--- config.mk ---
export PLATFORM = sky130hd
export DESIGN_NAME = if_id_decode
export DESIGN_NICKNAME = d
export VERILOG_FILES = /design/src/rtl/if_id_decode_pkg.sv /design/src/rtl/if_id_decode_opcode_decode.sv /design/src/rtl/if_id_decode.sv
export SDC_FILE = /design/constraint.sdc
export NUM_CORES = 1
export LEC_CHECK = 0
export ABC_CLOCK_PERIOD_IN_PS = 2000
export CAP_MARGIN = 10
export CORE_ASPECT_RATIO = 0.5
export CORE_UTILIZATION = 42
export CTS_BUF_LIST = sky130_fd_sc_hd__clkbuf_8 sky130_fd_sc_hd__clkbuf_16
export DETAILED_ROUTE_END_ITERATION = 8
export GPL_ROUTABILITY_DRIVEN = 1
export MAX_ROUTING_LAYER = met4
export PLACE_DENSITY = 0.83
export SETUP_SLACK_MARGIN = 0.02
export SLEW_MARGIN = 10
export SYNTH_ARGS = -nofsm -noshare
export SYNTH_HDL_FRONTEND = slang
export SYNTH_SLANG_ARGS = --single-unit
--- constraint.sdc ---
create_clock -name clk -period 2 [get_ports clk]
set_input_delay 0.3 -clock clk [delete_from_list [all_inputs] [get_ports clk]]
set_output_delay 0.3 -clock clk [all_outputs]
set_load 0.02 [all_outputs]
--- src/rtl/if_id_decode_pkg.sv ---
// Shared MIPS opcode/funct encodings and the decoded instruction-class bundle
// used by the IF/ID stage.
package if_id_decode_pkg;

  localparam logic [5:0] OP_RTYPE = 6'b000000;
  localparam logic [5:0] OP_ADDI  = 6'b001000;
  localparam logic [5:0] OP_ANDI  = 6'b001100;
  localparam logic [5:0] OP_LW    = 6'b100011;
  localparam logic [5:0] OP_SW    = 6'b101011;
  localparam logic [5:0] OP_J     = 6'b000010;
  localparam logic [5:0] OP_JAL   = 6'b000011;
  localparam logic [5:0] OP_BEQ   = 6'b000100;
  localparam logic [5:0] OP_BNE   = 6'b000101;
  localparam logic [5:0] FUNCT_JR = 6'b001000;

  typedef struct packed {
    logic rt;
    logic addi;
    logic andi;
    logic lw;
    logic sw;
    logic j;
    logic jal;
    logic jr;
    logic beq;
    logic bne;
    logic illegal;
  } dec_flags_t;

endpackage

--- src/rtl/if_id_decode_opcode_decode.sv ---
// Combinational opcode/funct classifier: exactly one class flag or illegal is
// set for every input pattern.
module opcode_decode
  import if_id_decode_pkg::*;
(
  input  logic [5:0]  op,
  input  logic [5:0]  funct,
  output dec_flags_t  dec
);

  always_comb begin
    dec = '0;
    case (op)
      OP_RTYPE: begin
        if (funct == FUNCT_JR) dec.jr = 1'b1;
        else                   dec.rt = 1'b1;
      end
      OP_ADDI: dec.addi    = 1'b1;
      OP_ANDI: dec.andi    = 1'b1;
      OP_LW:   dec.lw      = 1'b1;
      OP_SW:   dec.sw      = 1'b1;
      OP_J:    dec.j       = 1'b1;
      OP_JAL:  dec.jal     = 1'b1;
      OP_BEQ:  dec.beq     = 1'b1;
      OP_BNE:  dec.bne     = 1'b1;
      default: dec.illegal = 1'b1;
    endcase
  end

endmodule

--- src/rtl/if_id_decode.sv ---
// IF/ID pipeline register with registered one-hot instruction-class flags,
// stall/flush control and a saturating illegal-instruction counter.
module if_id_decode
  import if_id_decode_pkg::*;
#(
  parameter int unsigned DW    = 32,
  parameter int unsigned CNT_W = 8
) (
  input  logic             clk,
  input  logic             rst_n,
  input  logic [DW-1:0]    inst_in,
  input  logic [DW-1:0]    pc4_in,
  input  logic             in_valid,
  output logic             in_ready,
  input  logic             stall,
  input  logic             flush,
  output logic [DW-1:0]    inst_q,
  output logic [DW-1:0]    pc4_q,
  output logic             valid_q,
  output logic             RT,
  output logic             addi,
  output logic             andi,
  output logic             lw,
  output logic             sw,
  output logic             j,
  output logic             jal,
  output logic             jr,
  output logic             beq,
  output logic             bne,
  output logic             illegal,
  output logic [CNT_W-1:0] illegal_cnt
);

  dec_flags_t dec_next;
  dec_flags_t dec_q;

  // Decode the incoming instruction so the flags land in the same cycle as inst_q.
  opcode_decode u_opcode_decode (
    .op    (inst_in[31:26]),
    .funct (inst_in[5:0]),
    .dec   (dec_next)
  );

  assign in_ready = ~stall | flush;

  always_ff @(posedge clk or negedge rst_n) begin
    if (!rst_n) begin
      inst_q      <= '0;
      pc4_q       <= '0;
      valid_q     <= 1'b0;
      dec_q       <= '0;
      illegal_cnt <= '0;
    end else if (flush) begin
      inst_q  <= '0;
      valid_q <= 1'b0;
      dec_q   <= '0;
    end else if (!stall) begin
      inst_q  <= inst_in;
      pc4_q   <= pc4_in;
      valid_q <= in_valid;
      dec_q   <= in_valid ? dec_next : '0;
      if (in_valid && dec_next.illegal && (illegal_cnt != '1))
        illegal_cnt <= illegal_cnt + CNT_W'(1);
    end
  end

  assign RT      = dec_q.rt;
  assign addi    = dec_q.addi;
  assign andi    = dec_q.andi;
  assign lw      = dec_q.lw;
  assign sw      = dec_q.sw;
  assign j       = dec_q.j;
  assign jal     = dec_q.jal;
  assign jr      = dec_q.jr;
  assign beq     = dec_q.beq;
  assign bne     = dec_q.bne;
  assign illegal = dec_q.illegal;

endmodule
# == After elaboration in Yosys (flattened, before gate mapping) ==
# Index checks and enable logic that the tools add are counted.
# classes
muxes,20
bitwise,3
n_div,0
shifts,0
multipliers,0
eq_ne,11
n_addsub,1
n_reduce_logical,6
magnitude_cmp,0
# op_table
operator,n
$mux 32,2
$mux 11,3
$eq 6x4->1 const B,3
$mux 1,15
$eq 6x2->1 const B,2
$eq 6x3->1 const B,2
$eq 6x6->1 const B,2
$reduce_or 9->1,1
$add 8x1->8 const B,1
$ne 8x8->1 const B,1
$logic_not 6->1,1
$reduce_and 3->1,1
$logic_and 1x1->1,2
$ne 2x1->1 const B,1
$not 1->1,2
$reduce_and 2->1,1
$or 1x1->1,1
# totals
latch_bits,0
inputBits,69
output_inout_bits,85
word_cells,56
ram_bits,0
memories,0
mem_bits_ro,0
ff_bits,84

# == Longest topological paths before layout ==
# Gate-level depths: netlist (run 1).
# logic_depth
depth_word,6
ltp_mapped,6
ltp_nobuf,6

# == Hierarchy ==
# A second synthesis (run 1) with hierarchy kept.
# unflattened
cells_unflattened,292
hier_area_um2,3559.7
# modules_own_cells
module,area_per_inst_um2,seq_area_each_um2,cells_per_inst,instances
if_id_decode,3378.2,2102.0,265,1
opcode_decode,181.4,0.0,27,1

# == Least setup slack after synthesis (run 1) ==
# No wires, ideal clock.
# synth_path
path_type,reg2reg
start,register illegal_cnt[0]
end,register illegal_cnt[1]
arrival_time_ns,1.579
period_less_slack_ns,1.706
slack_ns,0.294
n_path_buf,0
setup_time_ns,0.128
required_ns,1.872
path_stages_with_launch,6
cell_sequence,dfrtp_1 > ha_1 > nand3_1 > or3_1 > nor2b_2 > mux2_1
# synth_via
elab_chain_len,3
elab_cells_between_ends,4
cone_classes,add/sub (1); eq/ne (1); reduce/logical (2)
# synth_rtl
element,line,rtl
"start, declared",if_id_decode.sv:31,output logic [CNT_W-1:0] illegal_cnt
"start signal, assigned",if_id_decode.sv:63,illegal_cnt <= illegal_cnt + CNT_W'(1);
branches (longest 3 deep; another with $add 8x1->8),-,
# Several ways; the timed one is not identified.
# A chain may end at the register's enable or synchronous reset.

# == Worst setup path after layout (run 1) ==
# layout_path
start,input flush
end,output in_ready
# layout_via
elab_chain_len,1
# layout_rtl
element,line,rtl
"start, declared",if_id_decode.sv:16,"input logic flush,"
$or 1x1->1,if_id_decode.sv:44,assign in_ready = ~stall | flush;
"end, declared",if_id_decode.sv:14,"output logic in_ready,"
# No other way between the ends.

==> metrics.md, run 1 <==
| Metric | Value |
|---|---|
| Worst slew margin | `roughly two thirds` |
| Hold path cells | `3` |
| FP Rows | `22` |
| Clk slew on worst S/H paths | `0.06 ns` |
| Worst path cell trace | `dlygate4sd2_1, nor2b_1, inv_1, clkdlybuf4s50_1` |
| Max-cap violation count | `0` |
| Sink Count | `84` |
| Synthesized instance count | `~260` |
| Pre-antenna DRT Iters | `4` |
| Drt via density | `4.937` |
| Final hold vios | `0` |
| Cell family with the largest share of critical-path delay | `buffers and inverters` |
| Core area | `between 7000 and 8000 µm²` |
| Ranking of synthesized cells by area | `dfrtp_1, mux2_2, mux2i_1` |
| Final Max Tran Viols | `0` |
| Die X | `129.9 µm` |
| Clock Skews | `about 0.00069 ns` |
| HP Class | `in2reg` |
| CTS tree | `done` |
| CTS Buf Count | `9` |
| Vias | `2,671` |
| Buf/Inv on CP | `3` |
| Outcome | `finished, final reports clean` |
| Final nets | `500` |
| Period utilization | `approximately nine tenths` |
| GRT Total Usage | `23.53%` |
| Initial DRC Count | `91` |
| Chip Height | `65.95 µm` |
| Worst Setup End Kind | `output port` |
| Die ar. | `roughly 8600 µm²` |
| DRT antenna net count | `0` |
| RSZ-0062 raised after global routing | `false` |
| Initial antenna violation count | `0` |
| H-tree levels | `3` |
| IO Pins | `154` |
| Largest area contributor in the netlist | `dfrtp_1` |
| Worst-margin pin slew | `approximately 0.50 ns` |
| Post-Synth Simple-Gate Area | `10.82%` |
| Fmax achieved | `559.3 MHz` |
| Area added between synthesis and finish | `57.67%` |
| Pwr/cell area | `849.4 nW/µm²` |
| Starting Density | `45.04%` |
| # placed instances | `between 500 and 600` |
| First-pass GRT wire length | `14,610 µm` |
| Req. time, crit path | `1.70 ns` |
| Synth Net Count | `~330` |
| Startpoint types | `primary input` |
| Area fraction in compound gates after synthesis | `2.914%` |
| Fin crit period | `1.788 ns` |
| Dpl ws | `-0.1095 ns` |
| Crit path kind | `in2out` |
| Clock latency on the worst-skew pair | `0.32 ns` |
| Synthesized area per cell | `roughly 13 µm²` |
| Longest Clk Path Bufs | `2` |
| R2R depth | `5` |
| Post-synth EDFFs | `0` |
| Post-synthesis xor/xnor area fraction | `1.785%` |
| Static Leak | `2.429 nW` |
| Synth Area in Adders | `less than 1%` |
| Final worst slack | `0.2122 ns` |
| Vias in the first global route | `2,938` |
| Fraction of layout cells with a size suffix above 1 | `16.40%` |
| Total grt overflow | `0` |
| Largest net degree at the start of global routing | `39` |
| Ys async rst share | `100.0%` |
| Worst-path fanout max | `4` |
| Worst stage delay on the critical path | `~0.61 ns` |
| Diodes inserted | `0` |
| DR WL/cell | `16.62 µm` |
| Mapped cell area | `3435 µm²` |
| Critical path arrival | `1.49 ns` |
| CP max-delay cell | `clkdlybuf4s50_1` |
| Drt total wl | `8989 µm` |
| Cell Count, Final, Fillers Out | `541` |
| Register bit total from synthesis | `between 80 and 90` |
| Largest family of logic cells by synthesized area | `multiplexers` |
| Mux contribution to synthesized area | `20.15%` |
| Netlist cell types | `36` |
| I/O Buffers | `153` |
| VDD IR max | `0.0004234 V` |
| Worst path depth | `4` |
| Top cell type's share of synthesized area | `61.20%` |
| Synth Flop Type | `dfrtp_1` |
| Final setup fails | `0` |
| DP Wirelength | `6929 µm` |
| Seq/Total Area, Yosys | `approximately 61%` |
| # DRC | `0` |
| Ys Warns | `0` |
| Clk root buf | `clkbuf_16` |
| Gp weighted congestion | `0.8987` |
## per-layer routing
metal	up-vias	GRT usage, %	wire [µm]
li1	1241	-	-
met1	1335	25.05	3564
met2	71	43.18	4906
met3	24	4.854	282
met4	0	10.17	235
met5	-	-	0
## Yosys cell counts, types with 2 or more instances
cell type	n
dfrtp_1	84
nand4_1	2
nor3b_1	2
nor4b_2	2
o21ai_0	3
a22o_1	4
nand3_1	2
buf_1	3
buf_2	3
mux2_2	32
xor2_1	6
nor3_1	4
nor2_1	37
inv_1	6
a32o_1	3
or3_1	2
nand2_1	13
clkbuf_1	6
mux2i_1	32
## power breakdown
group	internal, mW	leakage, nW	switching, mW
logic	0.602	1.23	0.544
registers	1.88	1.06	0.134
clock network	0.848	0.135	0.588
total	3.33	2.43	1.27
## worst min-delay path: cells and delay by family
kind	cells	cell delay (ns)
AND/OR/NAND/NOR	1	0.05
multiplexers	1	0.16
buffers and inverters	1	0.18
## cells in the final DEF (no fill, tap or decap), drive strengths merged, types with 3 or more instances in the layout
master,instances
mux2i,32
a32o,3
nor4b,3
clkbuf,10
a22o,4
nor3,4
xor2,6
inv,7
mux2,33
clkinv,3
o21ai,3
buf,19
nand2,14
nor2,38
dfrtp,84
clkdlybuf4s50,150
## area by class of cell
type	count	area [µm²]
fill	538	2210
sequential	84	2102
timing repair buffer	171	1660
multi-input combinational	158	1237
clock buffer	10	239.0
tap	108	135.1
inverter	6	22.52
clock inverter	4	18.77
## flip-flops by register name, indices dropped and copies added, names as in the netlist
register	count
inst_q	32
pc4_q	32
illegal_cnt	8
RT	1
addi	1
andi	1
beq	1
bne	1
illegal	1
j	1
jal	1
jr	1
lw	1
sw	1
valid_q	1
## stage by stage
step	cell area, µm²	total power [mW]	util [%]	setup TNS [ns]	hold WS, ns
after detailed placement	5149	3.201	67.53	-0.2256	0.2949
after global placement	5149	3.152	67.53	-0.1226	0.2803
after CTS	5415	4.660	71.02	0	0.3968
after floorplan	3435	2.540	-	0	0.004409
final	5415	4.600	71.02	0	0.4031
after global routing	5415	4.816	71.02	0	0.4044
## worst paths after layout
kind / end / startpoint / slack [ns]
worst min-delay path: inst_q[30] / stall / 0.40
worst max-delay path: in_ready / flush / 0.21
max in group asynchronous: inst_q[2] / rst_n / 0.87
worst max register to register: illegal_cnt[1] / illegal_cnt[0] / 0.31
worst min register to register: valid_q / valid_q / 0.47
min in group asynchronous: jr / rst_n / 0.51
## logic make-up after synthesis
family	after synthesis
DFF	84
and+or+nand+nor	73
muxes	65
buffers and inverters	21
AOI/OAI and AO/OA	12
xor gates and xnor gates	7
adders and majority gates	1
## timing repair
action | in CTS | in global routing
hold endpoints to repair | 35 | 0
buffers inserted | 0 | 0
resized for setup | 1 | 0
setup endpoints to repair | 1 | 0
hold buffers | 1 | 0
Power figures use the tool's default switching activity.
==> run 2, diff against run 1 <==
--- a/config.mk
+++ b/config.mk
@@ -5,15 +5,16 @@
 export SDC_FILE = /design/constraint.sdc
 export NUM_CORES = 1
 export LEC_CHECK = 0
-export ABC_CLOCK_PERIOD_IN_PS = 2000
+export ABC_CLOCK_PERIOD_IN_PS = 1500
 export CAP_MARGIN = 10
 export CORE_ASPECT_RATIO = 0.5
-export CORE_UTILIZATION = 42
+export CORE_UTILIZATION = 38
 export CTS_BUF_LIST = sky130_fd_sc_hd__clkbuf_8 sky130_fd_sc_hd__clkbuf_16
 export DETAILED_ROUTE_END_ITERATION = 8
 export GPL_ROUTABILITY_DRIVEN = 1
 export MAX_ROUTING_LAYER = met4
-export PLACE_DENSITY = 0.83
+export PLACE_DENSITY = 0.79
+export RECOVER_POWER = 100
 export SETUP_SLACK_MARGIN = 0.02
 export SLEW_MARGIN = 10
 export SYNTH_ARGS = -nofsm -noshare
==> constraint.sdc (replaced) <==
create_clock -name clk -period 1.5 [get_ports clk]
set_input_delay 0.225 -clock clk [delete_from_list [all_inputs] [get_ports clk]]
set_output_delay 0.225 -clock clk [all_outputs]
set_load 0.02 [all_outputs]
==> run 2 against run 1 <==
Against the previous run:
- final area rose by 2.5%
- power rose by 45%
- final cell count rose by 5.2%
- sequential cell count did not move
- count of clock-buffer cells in the layout fell by 1
- clock power rose by 75%
- sequential share of layout area fell by 0.84 points
- routed wire length fell by 0.60%
- hold slack got worse by 0.0030 ns
- largest power group unchanged
- critical path depth rose by 1
- register-to-register slack got worse by 0.29 ns
- combinational power rose by 33%
==> metrics.md, run 2 (same netlist as run 1, synthesis figures left out) <==
| Metric | Value |
|---|---|
| Footprint of the multi-input gates | `1274 µm²` |
| Switching share of power | `27.18%` |
| Hold Startpoint | `inst_in[29]` |
| Total grt overflow | `0` |
| Pwr/cell area | `1205 nW/µm²` |
| GRT Total Usage | `about a fifth` |
| Fmax achieved | `about 670 MHz` |
| Worst-path fanout max | `5` |
| Clk pwr share | `37.6%` |
| Fill cells | `716` |
| Pwr Total | `between 6 and 7 mW` |
| Area added between synthesis and finish | `61.64%` |
| Initial antenna violation count | `0` |
| Largest net degree at the start of global routing | `34` |
| Diodes inserted | `0` |
| CP max-delay cell | `dfrtp_2` |
| HP Class | `in2reg` |
| Outcome | `finished, final reports clean` |
| Longest Clk Path Bufs | `2` |
| Period utilization | `98.88%` |
| IO Pins | `154` |
| Fin crit period | `1.483 ns` |
| Crit path kind | `reg2reg` |
| Max-cap violation count | `0` |
| P_int | `roughly 5 mW` |
| Core area | `8738 µm²` |
| Sink Count | `84` |
| Worst stage delay on the critical path | `0.39 ns` |
| Clock latency on the worst-skew pair | `roughly 0.34 ns` |
| Req. time, crit path | `1.72 ns` |
| Cell Count, Final, Fillers Out | `approximately 570` |
| Commonest non-fill, non-tap cells in the layout | `dlygate4sd2_1, dfrtp_1, clkdlybuf4s50_1, nor2_1` |
| Final nets | `slightly above 500` |
| Worst slew margin | `45.71%` |
| Pre-antenna DRT Iters | `4` |
| Initial DRC Count | `~80` |
| Cell family with the largest share of critical-path delay | `simple AND/OR/NAND/NOR gates` |
| Part of the power in registers | `39.6%` |
| CTS Buf Count | `9` |
| Final setup fails | `0` |
| Area of placed instances | `5326 µm²` |
| Static Leak | `approximately 2.8 nW` |
| Vias in the first global route | `2,976` |
| I/O Buffers | `153` |
| Final Max Tran Viols | `0` |
| Final hold vios | `0` |
| Psw | `between 1.5 and 2 mW` |
| Clock Skews | `0.002157 ns` |
| Commonest non-fill, non-tap cell in the layout | `dlygate4sd2_1` |
| DRT antenna net count | `0` |
| Chip Height | `69.23 µm` |
| Gp weighted congestion | `0.7944` |
| Vias | `2,733` |
| DP Wirelength | `6695 µm` |
| Finished layout cell area | `between 5000 and 6000 µm²` |
| Worst Setup End Kind | `flip-flop` |
| Die X | `136.5 µm` |
| Worst path cell trace | `ha_4, nand3_2, or3_4, nor2b_4, mux2_4` |
| Clk root buf | `clkbuf_16` |
| H-tree levels | `3` |
| VDD IR max | `approximately 0.00089 V` |
| Gate power share | `22.8%` |
| CTS tree | `done` |
| Fraction of layout cells with a size suffix above 1 | `20.80%` |
| Setup_tns | `0 ns` |
| Worst R2R Start | `illegal_cnt[1]` |
| Buf/Inv on CP | `0` |
| Critical path arrival | `roughly 1.7 ns` |
| DR WL/cell | `15.70 µm` |
| Startpoint types | `flip-flop` |
| Top flop regs | `inst_q: 32 flops, pc4_q: 32 flops, illegal_cnt: 8 flops` |
| # placed instances | `551` |
| Worst-margin pin slew | `0.8143 ns` |
| First-pass GRT wire length | `14,820 µm` |
| RSZ-0062 raised after global routing | `true` |
| Drt total wl | `8935 µm` |
| Drt via density | `approximately 4.8` |
| Reg area | `2108 µm²` |
| Die ar. | `9446 µm²` |
| Starting Density | `39.30%` |
| Clk slew on worst S/H paths | `0.06 ns` |
| CP startpoint | `illegal_cnt[1]` |
| # DRC | `0` |
| FP Rows | `24` |
-- run 2: final timing paths --
path	endpoint	slack [ns]	cells past startpoint
worst min register to register	jr	0.48	2
min in group asynchronous	illegal_cnt[0]	0.49	2
worst max-delay path	illegal_cnt[1]	0.02	5
worst max register to register	illegal_cnt[1]	0.02	5
worst min-delay path	lw	0.40	3
max in group asynchronous	inst_q[2]	0.26	3
-- run 2: per-stage QoR --
step	setup slack (ns)	hold slack, ns	utilization [%]
6_report	0.01683	0.4002	63.53
5_1_grt	-0.02932	0.4126	63.53
4_1_cts	0.01144	0.3606	63.86
3_5_place_dp	-0.4890	0.1785	60.95
3_3_place_gp	-0.4610	0.1735	60.95
2_1_floorplan	-0.05515	-0.07059	-
-- run 2: repair_timing --
item,in CTS,in global routing
endpoints found under the hold margin,24,0
gates resized for setup,95,2
buffers inserted,1,0
endpoints found under the setup margin,125,7
hold buffers,1,0
pin swaps,2,0
-- run 2: power by group through the flow --
| stage | Combinational (mW) | Clock [mW] | Sequential (mW) |
|---|---|---|---|
| 2_1_floorplan | 0.393 | 0 | 3.03 |
| 3_3_place_gp | 1.68 | 0 | 2.68 |
| 3_5_place_dp | 1.71 | 0 | 2.70 |
| 4_1_cts | 1.57 | 2.57 | 2.65 |
| 5_1_grt | 1.64 | 2.66 | 2.68 |
| 6_report | 1.53 | 2.52 | 2.65 |
-- run 2: metal layers --
layer  vias up  share of wire, %  GRT usage [%]
li1       1277                 -              -
met1      1375                42          25.42
met2        64                53          35.53
met3        17               3.2          4.605
met4         0               1.9          8.148
met5         -                 0              -
-- run 2: area by class of cell --
cell class / count / share of cell area (%)
clock buffers: 9 / 4.057
clock inverters: 7 / 2.096
inverters: 6 / 0.4057
multi-input cells: 158 / 22.94
flip-flops and latches: 84 / 37.98
well taps: 117 / 2.637
repair buffers: 188 / 29.89
-- run 2: worst reg2reg max path, delay by kind of cell, from the launching register on --
family / cells / cell delay [ns]
AND/OR/NAND/NOR: 3 / 0.56
flip-flops: 1 / 0.39
multiplexers: 1 / 0.29
adder cells (fa/ha/maj): 1 / 0.14
